### src/rtl/instr_seq_pkg.sv
// Shared definitions for the instruction sequencer: widths, opcodes and FSM encoding.
package instr_seq_pkg;
  localparam int DATA_W     = 2;
  localparam int INSTR_W    = 4;
  localparam int PROG_DEPTH = 4;
  localparam int ADDR_W     = 2;

  localparam logic [1:0] OP_NOP  = 2'b00;
  localparam logic [1:0] OP_LDI  = 2'b01;
  localparam logic [1:0] OP_ADDI = 2'b10;
  localparam logic [1:0] OP_HALT = 2'b11;

  typedef enum logic [2:0] {
    ST_IDLE   = 3'd0,
    ST_FETCH  = 3'd1,
    ST_DECODE = 3'd2,
    ST_EXEC   = 3'd3,
    ST_HALTED = 3'd4
  } state_t;
endpackage

### src/rtl/instr_sequencer_prog_mem.sv
// Program store: small register file, synchronous write, asynchronous read, cleared on reset.
module prog_mem
  import instr_seq_pkg::*;
#(
  parameter int DEPTH = PROG_DEPTH,
  parameter int W     = INSTR_W,
  parameter int AW    = ADDR_W
) (
  input  logic          clk,
  input  logic          rst_n,
  input  logic          we,
  input  logic [AW-1:0] waddr,
  input  logic [W-1:0]  wdata,
  input  logic [AW-1:0] raddr,
  output logic [W-1:0]  rdata
);
  logic [W-1:0] mem [DEPTH];

  always_ff @(posedge clk or negedge rst_n) begin
    if (!rst_n) begin
      for (int i = 0; i < DEPTH; i++) mem[i] <= '0;
    end else if (we) begin
      mem[waddr] <= wdata;
    end
  end

  assign rdata = mem[raddr];
endmodule

### src/rtl/instr_sequencer.sv
// FETCH/DECODE/EXEC sequencer driving a small accumulator from the program store at address pc.
module instr_sequencer
  import instr_seq_pkg::*;
(
  input  logic              clk,
  input  logic              rst_n,
  input  logic [ADDR_W-1:0] pc,
  input  logic              run,
  input  logic              prog_we,
  input  logic [ADDR_W-1:0] prog_addr,
  input  logic [INSTR_W-1:0] prog_data,
  output logic [DATA_W-1:0] acc,
  output logic              carry,
  output logic              busy,
  output logic              halted,
  output logic              pc_advance
);
  // Handshake with the counter stage: pc_advance is a one-cycle request with no
  // back-pressure; the counter must step on the same edge that leaves EXEC so that
  // the following FETCH reads the new pc.
  state_t             state, next_state;
  logic [INSTR_W-1:0] ir;
  logic [INSTR_W-1:0] mem_rdata;
  logic [1:0]         op_q;
  logic [DATA_W-1:0]  imm_q;
  logic [DATA_W:0]    sum;
  logic               mem_we;

  // Program store may only change while no instruction is in flight.
  assign mem_we = prog_we && (state == ST_IDLE || state == ST_HALTED);

  prog_mem u_prog_mem (
    .clk   (clk),
    .rst_n (rst_n),
    .we    (mem_we),
    .waddr (prog_addr),
    .wdata (prog_data),
    .raddr (pc),
    .rdata (mem_rdata)
  );

  assign sum = {1'b0, acc} + {1'b0, imm_q};

  always_ff @(posedge clk or negedge rst_n) begin
    if (!rst_n) begin
      state <= ST_IDLE;
      ir    <= '0;
      op_q  <= OP_NOP;
      imm_q <= '0;
      acc   <= '0;
      carry <= 1'b0;
    end else begin
      state <= next_state;
      if (state == ST_FETCH) ir <= mem_rdata;
      if (state == ST_DECODE) begin
        op_q  <= ir[INSTR_W-1 -: 2];
        imm_q <= ir[DATA_W-1:0];
      end
      if (state == ST_EXEC) begin
        case (op_q)
          OP_LDI: begin
            acc   <= imm_q;
            carry <= 1'b0;
          end
          OP_ADDI: {carry, acc} <= sum;
          default: ;
        endcase
      end
    end
  end

  always_comb begin
    next_state = state;
    case (state)
      ST_IDLE:   if (run) next_state = ST_FETCH;
      ST_FETCH:  next_state = ST_DECODE;
      ST_DECODE: next_state = ST_EXEC;
      ST_EXEC: begin
        if (op_q == OP_HALT) next_state = ST_HALTED;
        else if (run)        next_state = ST_FETCH;
        else                 next_state = ST_IDLE;
      end
      ST_HALTED: if (!run) next_state = ST_IDLE;
      default:   next_state = ST_IDLE;
    endcase
  end

  assign busy       = (state == ST_FETCH) || (state == ST_DECODE) || (state == ST_EXEC);
  assign halted     = (state == ST_HALTED);
  assign pc_advance = (state == ST_EXEC) && (op_q != OP_HALT);
endmodule
### config.mk
export PLATFORM = sky130hd
export DESIGN_NAME = instr_sequencer
export DESIGN_NICKNAME = d
export VERILOG_FILES = /design/src/rtl/instr_seq_pkg.sv /design/src/rtl/instr_sequencer_prog_mem.sv /design/src/rtl/instr_sequencer.sv
export SDC_FILE = /design/constraint.sdc
export NUM_CORES = 1
export LEC_CHECK = 0
export ABC_CLOCK_PERIOD_IN_PS = 3800
export CAP_MARGIN = 25
export CORE_UTILIZATION = 50
export CTS_CLUSTER_DIAMETER = 80
export CTS_CLUSTER_SIZE = 12
export DETAILED_ROUTE_END_ITERATION = 8
export MAX_ROUTING_LAYER = met4
export PLACE_DENSITY = 0.72
export SYNTH_ARGS = -nofsm -noshare
export SYNTH_HDL_FRONTEND = slang
export SYNTH_HIERARCHICAL = 1
export SYNTH_SLANG_ARGS = --single-unit
### constraint.sdc
create_clock -name clk -period 3.8 [get_ports clk]
set_clock_uncertainty 0.1 [all_clocks]
set_input_delay 0.57 -clock clk [delete_from_list [all_inputs] [get_ports clk]]
set_output_delay 0.57 -clock clk [all_outputs]
set_load 0.03 [all_outputs]
# Word level (Yosys, flattened, before mapping)
# Index checks and enable logic that the tools add are counted.
totals:
  wordCells: 49
  ff_bits: 30
  romBits: 0
  latchBits: 0
  ram_bits: 0
  inputBits: 12
  memories: 0
  out_inout_bits: 6
classes:
  eq_ne: 10
  multipliers: 0
  n_bitwise: 2
  magnitude_cmp: 3
  shift: 0
  reduce_logical: 10
  muxes: 13
  n_addsub: 1
  div: 0
ops:
  columns: ["op", "count"]
  rows:
  - ["$bwmux 16", 1]
  - ["$pmux 3 s5", 1]
  - ["$mux 4", 3]
  - ["$mux 3", 3]
  - ["$bmux 4 s2", 1]
  - ["$demux 4 s2", 1]
  - ["$eq 3x2->1 const B", 2]
  - ["$ge 3x3->1 const B", 2]
  - ["$ne 2x2->1 const B", 3]
  - ["$not 2->3", 2]
  - ["$eq 2x2->1 const B", 2]
  - ["$pmux 2 s2", 1]
  - ["$reduce_and 2->1", 2]
  - ["$add 2x2->3", 1]
  - ["$eq 3x1->1 const B", 1]
  - ["$eq 3x3->1 const B", 1]
  - ["$logic_and 1x1->1", 3]
  - ["$logic_not 3->1", 1]
  - ["$logic_or 1x1->1", 3]
  - ["$lt 3x1->1 const B", 1]
  - ["$eq 2x1->1 const B", 1]
  - ["$pmux 1 s2", 1]
  - ["$reduce_bool 2->1", 1]
  - ["$mux 1", 1]

# Depth between registers and ports, before layout
# Gate-level depths: netlist of run 1.
logic_depth:
  ltp_word: 6
  mapped_depth: 5
  ltp_nobuf: 4

# By module
# Netlist of run 1, hierarchy kept.
modules_own_cells:
  columns: ["module", "area_each_um2", "cells_per_inst", "n_inst", "seq_area_each_um2"]
  rows:
  - ["instr_sequencer", 728.2, 53, 1, 350.3]
  - ["prog_mem", 713.2, 40, 1, 400.4]

# Worst setup path after synthesis of run 1
# Ideal clock, no wire load.
synth_path:
  path_kind: "reg2out"
  startpoint: "reg op_q[0]"
  endpoint: "out pc_advance"
  path_slack_ns: 1.859
  n_path_buf: 0
  required_ns: 3.130
  path_stages_with_launch: 3
  arrival_ns: 1.271
  path_cell_list: "dfrtp_1 ha_1 nor3_1"
synth_via:
  elab_chain_len: 2
synth_lines:
  columns: ["item", "line_no", "source"]
  rows:
  - ["start, declared", "instr_sequencer.sv:24", "logic [1:0] op_q;"]
  - ["start signal, assigned", "instr_sequencer.sv:56", "op_q <= ir[INSTR_W-1 -: 2];"]
  - ["$ne 2x2->1", "instr_sequencer.sv:90", "assign pc_advance = (state == ST_EXEC) && (op_q != OP_HALT);"]
  - ["$logic_and 1x1->1", "instr_sequencer.sv:90", null]
  - ["end, declared", "instr_sequencer.sv:16", "output logic pc_advance"]
# No other way between the ends.

# Final worst setup path of run 1
layout_path:
  startpoint: "reg state[1]"
  endpoint: "out halted"
layout_via:
  elab_chain_len: 1
layout_lines:
  columns: ["item", "line_no", "source"]
  rows:
  - ["start, declared", "instr_sequencer.sv:21", "state_t state, next_state;"]
  - ["start signal, assigned", "instr_sequencer.sv:53", "state <= next_state;"]
  - ["$eq 3x3->1", "instr_sequencer.sv:89", "assign halted = (state == ST_HALTED);"]
  - ["end, declared", "instr_sequencer.sv:15", "output logic halted,"]
# No other way between the ends.

==> impl_summary.txt, run 1 <==
----------------------------------------------------
[Floorplan]
  Initial Utilization ... 0.5272
  Site Rows ... 19
  Width of the die ... 55.69 um
  Die Outline Area ... 3101 sq um
  Core outline area ... 2734 sq um
  Die Y-Extent ... 55.69 um
  Count of boundary I/O pins ... 18

[CTS]
  Number of buffers inserted for hold repair after clock tree synthesis ... 0
  Max Buffers Root-to-Sink ... 2
  Post-CTS Repair Setup Buffers ... 0
  Clock-pin slew on the worst setup and hold paths ... 0.09 ns
  Clock tree root buffer cell ... sky130_fd_sc_hd__clkbuf_4
  Total clock buffers created by CTS ... 5
  Htree depth ... 2
  Insertion delay of the later-clocked pin in the worst-skew pair ... 0.33 ns
  Clock Sink Count ... 30
  CTS tree ... done
  Number of resized instances in the post-cts repair step ... 0

[Logic synthesis]
  Post-synth EDFFs ... 0
  Distinct cell type count of the synthesized netlist ... 24
  Total of flip-flops plus latches after synthesis ... 30
  Most frequently used flop master after synthesis ... sky130_fd_sc_hd__dfrtp_1
  Commonest cells post-synth ... sky130_fd_sc_hd__dfrtp_1, sky130_fd_sc_hd__mux2_2
  Post-synth net total ... 109
  Fraction of synthesis flops using an asynchronous set or reset pin ... 1.000
  Cell types occupying the most area after synthesis ... sky130_fd_sc_hd__dfrtp_1, sky130_fd_sc_hd__mux2_2, sky130_fd_sc_hd__mux4_2, sky130_fd_sc_hd__nor3b_4, sky130_fd_sc_hd__ha_1
  Synthesized area divided by synthesized cell count ... 15.50 sq um
  Mapped Cells ... 93
  Combined area of all synthesized cells ... 1441 sq um
  Sequential element share of the synthesized area ... 0.5208
  Yosys warning count ... 6
  Cell type with the highest aggregate area in the netlist ... sky130_fd_sc_hd__dfrtp_1
  Top-area cell type share of the netlist area ... 0.5208
  Cell with the most instances after synthesis ... sky130_fd_sc_hd__dfrtp_1

[Power]
  Clock network fraction of total power ... 0.190
  Total net switching power ... 0.0004106 W
  Switching share of power ... 0.3027
  Share of total power in combinational logic ... 0.373
  Highest ir drop seen on vdd ... 0.4584 mV
  Sequential Power Share ... 0.437
  P per Cell Area ... 793.6 nW/um^2
  Cell Int Power ... 0.0009458 W
  Static Leakage ... 0.7358 nW

[Setup path]
  Critical-path maximum fanout ... 9
  Worst setup EP type ... output pin
  Required time of the critical path ... 3.13 ns
  Startpoint type of the worst setup path ... flop
  Data arrival time of the critical path ... 1.90 ns
  Start-to-end type of the worst setup path ... flop to output pin

[Final layout]
  Sequential Area ... 750.7 sq um
  Fill cell instance count of the final layout ... 212
  Multi-input gate area ... 653.1 sq um
  Area Growth Syn to Fin ... 18.58%
  Number of antenna cells inserted ... 0
  Share of final-layout standard cells stronger than drive strength 1 ... 0.3739
  Non-filler instance count after layout ... 146
  Number of nets in the final layout ... 131

[Routing]
  Vias per cell ... 5.692
  Starting DRC count in detailed routing ... 28
  Routed via count ... 831
  DRC violations left ... 0
  Average wire per standard cell ... 14.95 um
  Final WL ... 2.183 mm
  Antenna Nets Post-Route ... 0
  1st-pass router iterations ... 3

[STA]
  Setup Viol. Count Final ... 0
  Total negative slack ... 0 ns
  Hold Vio Cnt, Final ... 0
  RSZ-0062 raised after global routing ... no
  Slew of the pin with the lowest slew margin ... 0.3883 ns
  Final Max Tran Viols ... 0
  Final Cycle Share ... 0.6760
  Min Clock Period, post-route ... 2.569 ns
  Top achievable clock speed ... 0.3893 GHz
  Max-Slew Margin vs Limit ... 0.7411

[Job]
  Maxcap violations ... 0

[Place]
  I/O Buffers ... 17
  Dpl cells ... 139
  Final weighted congestion in routability-driven placement ... 0.7228
  Hpwl dp ... 1.668 mm

[GRT]
  Antenna violations before repair ... 0
  Largest net degree at the start of global routing ... 31
  First-pass GRT wire length ... 4.091 mm
  All-layer global routing usage ... 0.1838
  Overflow left after global routing ... 0
  Number of global-route vias before repair ... 906

[Outcome]
  Result of the run ... finished, final reports clean

[Worst hold path]
  Type of the tightest min-delay check ... flop to flop

----------------------------------------------------
-- cell usage in the layout, fill, tap and decap left out, drive strengths merged, types with 2 or more instances in the layout --
master / count
ha: 3
dfrtp: 30
nor3b: 3
inv: 2
nand2: 2
clkbuf: 6
nand3b: 3
clkdlybuf4s50: 17
mux2: 28
and2: 2
mux4: 4
nor2: 3
-- layout make-up --
cell class,instances,share of cell area
multi-input cells,58,0.3821
repair buffers,18,0.1040
clock inverters,1,0.01757
clock buffers,6,0.03001
well taps,31,0.02269
flip-flops and latches,30,0.4392
inverters,2,0.004392
-- state kept, by name, summed over array words and instances, names as in the netlist --
| register | flops |
|---|---|
| carry | 1 |
| state | 3 |
| imm_q | 2 |
| acc | 2 |
| op_q | 2 |
| u_prog_mem/mem | 16 |
| ir | 4 |
-- final timing paths --
| kind | startpoint | end | slack (ns) | depth (start not counted) |
|---|---|---|---|---|
| worst max-delay path | state[1]$_DFFE_PN0P_ | halted | 1.23 | 3 |
| worst min-delay path | ir[3]$_DFFE_PN0P_ | ir[3]$_DFFE_PN0P_ | 0.40 | 1 |
| worst max register to register | state[1]$_DFFE_PN0P_ | u_prog_mem/mem[13]$_DFFE_PN0P_ | 1.91 | 4 |
| worst min register to register | ir[3]$_DFFE_PN0P_ | ir[3]$_DFFE_PN0P_ | 0.40 | 1 |
| max in group asynchronous | rst_n | u_prog_mem/mem[6]$_DFFE_PN0P_ | 2.81 | 2 |
| min in group asynchronous | rst_n | state[2]$_DFFE_PN0P_ | 0.52 | 2 |
-- per-layer routing --
layer  GRT usage  vias up  routed length [um]
met5           -        -                   0
met4      0.1286        0                  70
met2      0.2995       16                1124
li1            -      385                   -
met3     0.04884        8                  77
met1      0.1938      422                 910
-- worst max-delay path, stage by stage (launching register included) --
cell and delay, ns:
sky130_fd_sc_hd__dfrtp_1 0.50, sky130_fd_sc_hd__nor2_1 0.25, sky130_fd_sc_hd__and2_1 0.16, sky130_fd_sc_hd__clkdlybuf4s50_1 0.66
-- stage by stage --
step	hold WS (ns)	util	power [W]	area [sq um]	setup slack, ns
2_1_floorplan	0.1744	-	0.0009885	1441	1.859
3_3_place_gp	0.3767	0.5954	0.001088	1628	1.549
3_5_place_dp	0.3835	0.5954	0.001115	1628	1.505
4_1_cts	0.4033	0.6252	0.001377	1709	1.207
5_1_grt	0.4161	0.6252	0.001456	1709	1.119
6_report	0.3966	0.6252	0.001356	1709	1.231
-- cell families after synthesis --
family                   after synthesis  share of synthesized area
adder cells (fa/ha/maj)                4                    0.03993
AND/OR/NAND/NOR                       17                     0.1016
AO/OA/AOI/OAI                          3                    0.01476
buffers and inverters                  5                    0.02604
flip-flops                            30                     0.5208
multiplexers                          33                     0.2908
XOR/XNOR                               1                   0.006077
-- power by group through the flow --
stage / clock network (W) / logic, W / registers [W]
final: 0.000258 / 0.000505 / 0.000593
after global routing: 0.000280 / 0.000559 / 0.000616
after CTS: 0.000268 / 0.000515 / 0.000594
after detailed placement: 0 / 0.000514 / 0.000602
after global placement: 0 / 0.000495 / 0.000593
after floorplan: 0 / 0.000424 / 0.000564
Note: power is estimated with default switching activity, not from simulation.
==> run 2: changes to the inputs <==
Settings changed: ABC_CLOCK_PERIOD_IN_PS 3800 to 2540.
Clock period 3.8 ns to 2.54 ns, I/O delays scaled along.
==> run 2 against run 1 <==
Against the previous run: count of clock-buffer cells in the layout up 1; power up 43%; register-to-register slack worse by 1.3 ns; sequential share of layout area up 0.55 points; cell count up 0.68%; largest power group unchanged.
==> impl_summary.txt, run 2 (synthesis gave the netlist of run 1 again) <==
----------------------------------------------------
[Outcome]
  Result of the run ... finished, final reports clean

[Routing]
  Average wire per standard cell ... 15.33 um (+2.5%)
  Routed via count ... 818 (-1.6%)
  Vias per cell ... 5.565 (-2.2%)
  DRC violations left ... 0 (unchanged)
  1st-pass router iterations ... 4 (+1)
  Starting DRC count in detailed routing ... 20 (-29%)
  Final WL ... 2.253 mm (+3.2%)
  Wire length on met3 ... 100 um (+30%)
  Sum of met2 wire segment lengths after detailed routing ... 1.152 mm (+2.5%)
  Antenna Nets Post-Route ... 0 (unchanged)
  Top layer in use ... met4
  Metal-1 WL ... 975 um (+7.1%)

[Power]
  Total net switching power ... 0.0006185 W (+51%)
  Switching share of power ... 0.3191 (+0.01636)
  Sequential Power Share ... 0.458 (+0.021)
  Cell Int Power ... 0.001320 W (+40%)
  Share of total power in combinational logic ... 0.391 (+0.018)
  Clock network fraction of total power ... 0.151 (-0.039)
  P per Cell Area ... 1148 nW/um^2 (+45%)
  Static Leakage ... 0.7267 nW (-1.2%)
  Highest ir drop seen on vdd ... 0.7219 mV (+57%)

[Setup path]
  Critical-path maximum fanout ... 9 (unchanged)
  Startpoint type of the worst setup path ... flop
  Worst setup EP type ... output pin
  Start-to-end type of the worst setup path ... flop to output pin
  Data arrival time of the critical path ... 1.89 ns (about the same)
  Required time of the critical path ... 2.06 ns (-1.07 ns)

[STA]
  Total negative slack ... 0 ns (unchanged)
  RSZ-0062 raised after global routing ... no
  Final Max Tran Viols ... 0 (unchanged)
  Top achievable clock speed ... 0.4220 GHz
  Min Clock Period, post-route ... 2.369 ns
  Least setup slack across all paths after layout ... 0.1706 ns (-1.060 ns)
  Setup Viol. Count Final ... 0 (unchanged)
  Slew of the pin with the lowest slew margin ... 0.3902 ns (+0.001918 ns)
  Max-Slew Margin vs Limit ... 0.7399 (-0.001279)
  Hold Vio Cnt, Final ... 0 (unchanged)
  Final Cycle Share ... 0.9328

[Final layout]
  Final std cell area, no fill ... 1688 sq um (-1.2%)
  Top library cells by usage in the layout, fill and taps aside ... sky130_fd_sc_hd__dfrtp_1, sky130_fd_sc_hd__mux2_2, sky130_fd_sc_hd__clkdlybuf4s50_1
  Largest register by flop count ... u_prog_mem/mem
  Sequential Area ... 750.7 sq um (unchanged)
  Multi-input gate area ... 653.1 sq um (unchanged)
  Max reg flops ... 16 (unchanged)
  Share of final-layout standard cells stronger than drive strength 1 ... 0.3707 (-0.003223)
  Fill cell instance count of the final layout ... 227 (+7.1%)
  Number of nets in the final layout ... 131 (unchanged)
  Registers with the most flip-flops ... u_prog_mem/mem: 16 flops, ir: 4 flops, state: 3 flops
  Number of antenna cells inserted ... 0 (unchanged)
  Final Core Density ... 0.6174 (-0.007781)
  Area Growth Syn to Fin ... 17.10%
  Most frequent standard cell in the layout excluding fill and tap cells ... sky130_fd_sc_hd__dfrtp_1

[Floorplan]
  Die Outline Area ... 3101 sq um (unchanged)
  Site Rows ... 19 (unchanged)
  Width of the die ... 55.69 um (unchanged)
  Count of boundary I/O pins ... 18 (unchanged)
  Core outline area ... 2734 sq um (unchanged)
  Initial Utilization ... 0.5272 (unchanged)
  Die Y-Extent ... 55.69 um (unchanged)

[CTS]
  Clock-pin slew on the worst setup and hold paths ... 0.09 ns (about the same)
  CTS tree ... done
  Clock tree root buffer cell ... sky130_fd_sc_hd__clkbuf_4
  Insertion delay of the later-clocked pin in the worst-skew pair ... 0.32 ns (about the same)
  Total clock buffers created by CTS ... 5 (unchanged)
  Clock Sink Count ... 30 (unchanged)
  Htree depth ... 2 (unchanged)
  Max Buffers Root-to-Sink ... 2 (unchanged)
  Number of resized instances in the post-cts repair step ... 0 (unchanged)
  Number of buffers inserted for hold repair after clock tree synthesis ... 0 (unchanged)
  Post-CTS Repair Setup Buffers ... 0 (unchanged)

[Place]
  I/O Buffers ... 17 (unchanged)
  Dpl cell area ... 1628 sq um (unchanged)
  Hpwl dp ... 1.677 mm (+0.53%)
  Final weighted congestion in routability-driven placement ... 0.7427 (+2.8%)
  Worst Setup Slack post-DPL ... 0.4630 ns (-1.042 ns)

[Worst hold path]
  Type of the tightest min-delay check ... primary input to async pin

[GRT]
  Overflow left after global routing ... 0 (unchanged)
  First-pass GRT wire length ... 4.098 mm (+0.17%)
  All-layer global routing usage ... 0.1823 (-0.001554)
  Number of global-route vias before repair ... 923 (+1.9%)
  Antenna violations before repair ... 0 (unchanged)
  Largest net degree at the start of global routing ... 31 (unchanged)

[Job]
  Maxcap violations ... 0 (unchanged)

----------------------------------------------------
[run 2: layout make-up]
cell class              instances  share of cell area
well taps                      31             0.02298
clock buffers                   7             0.03262
repair buffers                 18              0.1053
inverters                       2            0.004448
flip-flops and latches         30              0.4448
clock inverters                 1            0.002965
multi-input cells              58              0.3870
[run 2: worst max-delay path: stages (launching register included)]
cell	delay (ns)
sky130_fd_sc_hd__dfrtp_1	0.50
sky130_fd_sc_hd__nor2_1	0.25
sky130_fd_sc_hd__and2_1	0.16
sky130_fd_sc_hd__clkdlybuf4s50_1	0.66
[run 2: power groups by stage]
stage               Combinational [W]  Sequential, W  Clock (W)
finish                       0.000757       0.000888   0.000293
detailed placement           0.000769       0.000900          0
global placement             0.000741       0.000887          0
CTS                          0.000774       0.000889   0.000306
global route                 0.000836       0.000924   0.000324
floorplan                    0.000634       0.000844          0
[run 2: path summary, 6_finish.rpt]
check | depth (start not counted) | start | to | slack (ns)
worst min register to register | 1 | ir[3]$_DFFE_PN0P_ | ir[3]$_DFFE_PN0P_ | 0.41
worst max register to register | 4 | state[1]$_DFFE_PN0P_ | u_prog_mem/mem[13]$_DFFE_PN0P_ | 0.65
worst max-delay path | 3 | state[1]$_DFFE_PN0P_ | halted | 0.17
max in group asynchronous | 2 | rst_n | u_prog_mem/mem[5]$_DFFE_PN0P_ | 1.72
worst min-delay path | 2 | rst_n | state[2]$_DFFE_PN0P_ | 0.34
min in group clk | 1 | ir[3]$_DFFE_PN0P_ | ir[3]$_DFFE_PN0P_ | 0.41
[run 2: per-stage QoR]
| stage | hold slack (ns) | total power (W) | instances |
|---|---|---|---|
| 2_1_floorplan | -0.01459 | 0.001479 | 93 |
| 3_3_place_gp | 0.3762 | 0.001628 | 139 |
| 3_5_place_dp | 0.3900 | 0.001670 | 139 |
| 4_1_cts | 0.3373 | 0.001969 | 147 |
| 5_1_grt | 0.3635 | 0.002084 | 147 |
| 6_report | 0.3365 | 0.001938 | 147 |
[run 2: layer usage]
layer,vias to the layer above,track usage
li1,391,-
met4,0,0.07500
met5,-,-
met1,406,0.2000
met3,4,0.06977
met2,17,0.2978
